--- src/rtl/encoder.sv ---
// Registered 4-to-2 encoder with one-hot checking; 1-cycle latency, async active-low reset.
// Define ENCODER_PRIORITY_EN to resolve multi-hot inputs to the highest set bit instead of flagging them.
module encoder #(
  parameter logic [1:0] DEFAULT_Y = 2'b00
) (
  input  logic       clk,
  input  logic       rst_n,
  input  logic [3:0] data,
  output logic [1:0] y,
  output logic       valid,
  output logic       err
);

  logic [1:0] y_q, y_d;
  logic       valid_q, valid_d;
  logic       err_q, err_d;

  always_comb begin
    y_d     = DEFAULT_Y;
    valid_d = 1'b0;
    err_d   = 1'b1;
`ifdef ENCODER_PRIORITY_EN
    // Ascending scan: the last set bit seen is the highest one, so it wins.
    for (int i = 0; i < 4; i++) begin
      if (data[i]) begin
        y_d     = 2'(i);
        valid_d = 1'b1;
        err_d   = 1'b0;
      end
    end
`else
    unique case (data)
      4'b0001: begin y_d = 2'd0; valid_d = 1'b1; err_d = 1'b0; end
      4'b0010: begin y_d = 2'd1; valid_d = 1'b1; err_d = 1'b0; end
      4'b0100: begin y_d = 2'd2; valid_d = 1'b1; err_d = 1'b0; end
      4'b1000: begin y_d = 2'd3; valid_d = 1'b1; err_d = 1'b0; end
      default: ;
    endcase
`endif
  end

  always_ff @(posedge clk or negedge rst_n) begin
    if (!rst_n) begin
      y_q     <= DEFAULT_Y;
      valid_q <= 1'b0;
      err_q   <= 1'b0;
    end else begin
      y_q     <= y_d;
      valid_q <= valid_d;
      err_q   <= err_d;
    end
  end

  assign y     = y_q;
  assign valid = valid_q;
  assign err   = err_q;

endmodule

--- config.mk ---
export PLATFORM = sky130hd
export DESIGN_NAME = encoder
export DESIGN_NICKNAME = d
export VERILOG_FILES = /design/src/rtl/encoder.sv
export SDC_FILE = /design/constraint.sdc
export NUM_CORES = 1
export LEC_CHECK = 0
export BUFFER_PORTS_ARGS = -buffer_cell sky130_fd_sc_hd__buf_4
export CELL_PAD_IN_SITES_DETAIL_PLACEMENT = 2
export CELL_PAD_IN_SITES_GLOBAL_PLACEMENT = 2
export CORE_AREA = 2 2 39 41
export DETAILED_ROUTE_END_ITERATION = 12
export DIE_AREA = 0 0 41 43
export GPL_TIMING_DRIVEN = 0
export PLACE_DENSITY_LB_ADDON = 0.05
export SLEW_MARGIN = 10
export SYNTH_ARGS = -nofsm -noshare
export SYNTH_HDL_FRONTEND = slang
export SYNTH_SLANG_ARGS = --single-unit
--- constraint.sdc ---
create_clock -name clk -period 0.8 [get_ports clk]
set_clock_uncertainty 0.05 [all_clocks]
set_input_delay 0.16 -clock clk [delete_from_list [all_inputs] [get_ports clk]]
set_output_delay 0.16 -clock clk [all_outputs]
set_load 0.01 [all_outputs]
==> reports/metrics.csv <==
stage,metric,value,unit
cts,cts_made_buffers,3,
global_route,grt_pass1_vias,158,
cells_and_area,final_nets,34,
cts,cts_post_setup_buffers_inserted,0,
global_route,gr-usage-met3,0.0314,
hold_path,hold_depth,2,
floorplanning,core,1380,um^2
route,drt_pass1_iterations,1,
outcome,violations_in_the_final_reports,negative setup slack,
hold_path,path_type_of_the_worst_min_delay_path,input pin to flop,
cts,clock_sink_count,4,
critical_path,timing.critical_path.max_delay_family,flip-flops,
timing,clock.fmax,1080,MHz
critical_path,crit_path_max_delay_cell_type,sky130_fd_sc_hd__dfrtp_1,
critical_path,critPathMaxStageDelay,370,ps
timing,fin_hold_ws,71.2,ps
placement,place_hpwl,375,um
global_route,grt_max_degree,5,
power_and_ir_drop,irDropWorstVdd,434,uV
timing,finalMaxSlewViolations,0,
route,drc,0,
placement,placed_cell_area,267,um^2
global_route,gr-usage-met2,0.0875,
run,max_cap_viol_count,0,
floorplanning,die-area,1760,um^2
cts,tritoncts,done,
cells_and_area,design_area,314,um^2
timing,final-setup-viol-count,4,
critical_path,crit_chain,buf_6,
route,via_count,153,
global_route,grt_usage,0.0645,
global_route,grt_antenna_before_repair,0,
yosys,netlist_area,179,um^2
floorplanning,die-width,41,um
critical_path,crit_path_max_fanout,1,
cts,htree_levels,1,
cts,clkSlewWorstSetupHoldPaths,40,ps
floorplanning,die-height,43,um
yosys,synthesis.instances,13,
timing,worst_slew_pin_slew,249,ps
cells_and_area,drive_gt1_frac,0.538,
hold_path,worst_hold_path.endpoint,y[0],
critical_path,cp-end-kind,output pin,
yosys,sequential_element_share_of_the_synthesized_area,0.559,
yosys,register_bit_total_from_synthesis,4,
global_route,groute.layer.met1.usage,0.0584,
cts,cts.root.buffer_cell,sky130_fd_sc_hd__clkbuf_4,
cells_and_area,final.fill_count,156,
route,avgRoutedWirePerCell,10.5,um
yosys,ys_warn_count,0,
timing,fin_crit_sh,1.16,
critical_path,crit_cells,1,
timing,rsz0062_at_grt,true,
cells_and_area,num_antenna_cells,0,
timing,postLayoutSetupSlackWorst,-130,ps
critical_path,required_time_of_the_critical_path,590,ps
route,viasPerCell,3.64,
route,detail-route-antenna-nets,0,
placement,finalWeightedCongestion,0.519,
yosys,netlist-cell-type-count,9,
cells_and_area,area.growth.synth_to_final,75.5,%
timing,maxSlewHeadroom,0.833,
critical_path,criticalPathCategory,flop to output pin,
hold_path,holdCritStartpoint,data[0],
outcome,run_status,"finished, violations left",
power_and_ir_drop,leakage,0.143,nW
critical_path,critical_path_source_type,flop,
route,route.final.wire_length,439,um
global_route,grt_pass1_wl,648,um
critical_path,critPathBufInv,1,
timing,finalCriticalPeriod,930,ps
cts,cts_buffer_depth,2,
global_route,grt_most_used_layer,met2,
critical_path,critical_path_arrival,720,ps
global_route,overflow,0,
floorplanning,pin_count,10,
power_and_ir_drop,power_per_cell_area,1820,nW/um^2
floorplanning,placementRows,14,
timing,hold_viol_final,0,
yosys,synth_fp_nets,19,
placement,place.port_buffers,9,
route,drt_first_iter_violations,0,
yosys,synth.avg_cell_area,13.8,um^2
floorplanning,start_util,0.129,
## cell usage in the layout (no fill, tap or decap), drive strengths merged
| master | instances |
|---|---|
| nor4b | 2 |
| nor3 | 1 |
| a211oi | 1 |
| dlygate4sd3 | 1 |
| clkbuf | 3 |
| nor2 | 1 |
| xor2 | 1 |
| and2 | 1 |
| buf | 9 |
| xnor2 | 1 |
| dfrtp | 4 |
| a211o | 1 |
## synth_stat cells
library cell	instances	area, um^2
sky130_fd_sc_hd__nor2_1	1	3.75
sky130_fd_sc_hd__a211oi_1	1	7.51
sky130_fd_sc_hd__and2_1	1	6.26
sky130_fd_sc_hd__a211o_1	1	8.76
sky130_fd_sc_hd__nor3_1	1	5.00
sky130_fd_sc_hd__xor2_1	1	8.76
sky130_fd_sc_hd__xnor2_1	1	8.76
sky130_fd_sc_hd__dfrtp_1	4	100
sky130_fd_sc_hd__nor4b_2	2	30.0
## power breakdown
| group | switching, mW | leakage, nW | internal (mW) |
|---|---|---|---|
| combinational | 0.0441 | 0.0794 | 0.0614 |
| clock | 0.0755 | 0.0138 | 0.167 |
| sequential | 0.00671 | 0.0500 | 0.217 |
| total | 0.126 | 0.143 | 0.446 |
## registers in the layout, indices dropped and copies added, names as in the netlist
name / count
y: 2
err: 1
valid: 1
## how the worst max path moves through the flow
stage                 end  startpoint  slack (ps)
floorplan           valid     data[2]          70
global placement    valid     data[2]        -120
detailed placement  valid     data[2]        -120
CTS                   err         err        -140
global route          err         err        -160
finish                err         err        -130
## kinds of logic after synthesis
| group | count (synthesis) | synth area share |
|---|---|---|
| compound gates | 2 | 0.0909 |
| flops | 4 | 0.559 |
| xor+xnor | 2 | 0.0979 |
| simple gates | 5 | 0.252 |
## metrics by stage
| step | util | setup slack, ps | setup TNS, ps | std cells | total power [mW] |
|---|---|---|---|---|---|
| detailed placement | 0.193 | -118 | -219 | 38 | 0.320 |
| finish | 0.227 | -130 | -496 | 42 | 0.572 |
| CTS | 0.227 | -142 | -535 | 42 | 0.585 |
| global placement | 0.193 | -123 | -227 | 38 | 0.317 |
| floorplan | - | 65.6 | 0 | 13 | 0.257 |
| global route | 0.227 | -160 | -598 | 42 | 0.610 |
## routing by layer
layer	vias up	routed length [um]
li1	74	-
met1	71	161
met2	6	230
met3	2	40
met4	0	6
met5	-	0
## layout make-up
class	count	area [um^2]	area share
Clock buffer	3	22.5	0.0717
Multi-Input combinational cell	9	78.8	0.251
Sequential cell	4	100	0.319
Tap cell	16	20.0	0.0637
Timing Repair Buffer	10	92.6	0.295
## what timing repair did
| item | 4_1_cts | 5_1_grt |
|---|---|---|
| gates cloned | 0 | 0 |
| endpoints found under the setup margin | 4 | 4 |
| endpoints found under the hold margin | 4 | 0 |
| hold buffers | 1 | 0 |
| gates resized for setup | 4 | 0 |
Note: power is estimated with default switching activity, not from simulation.
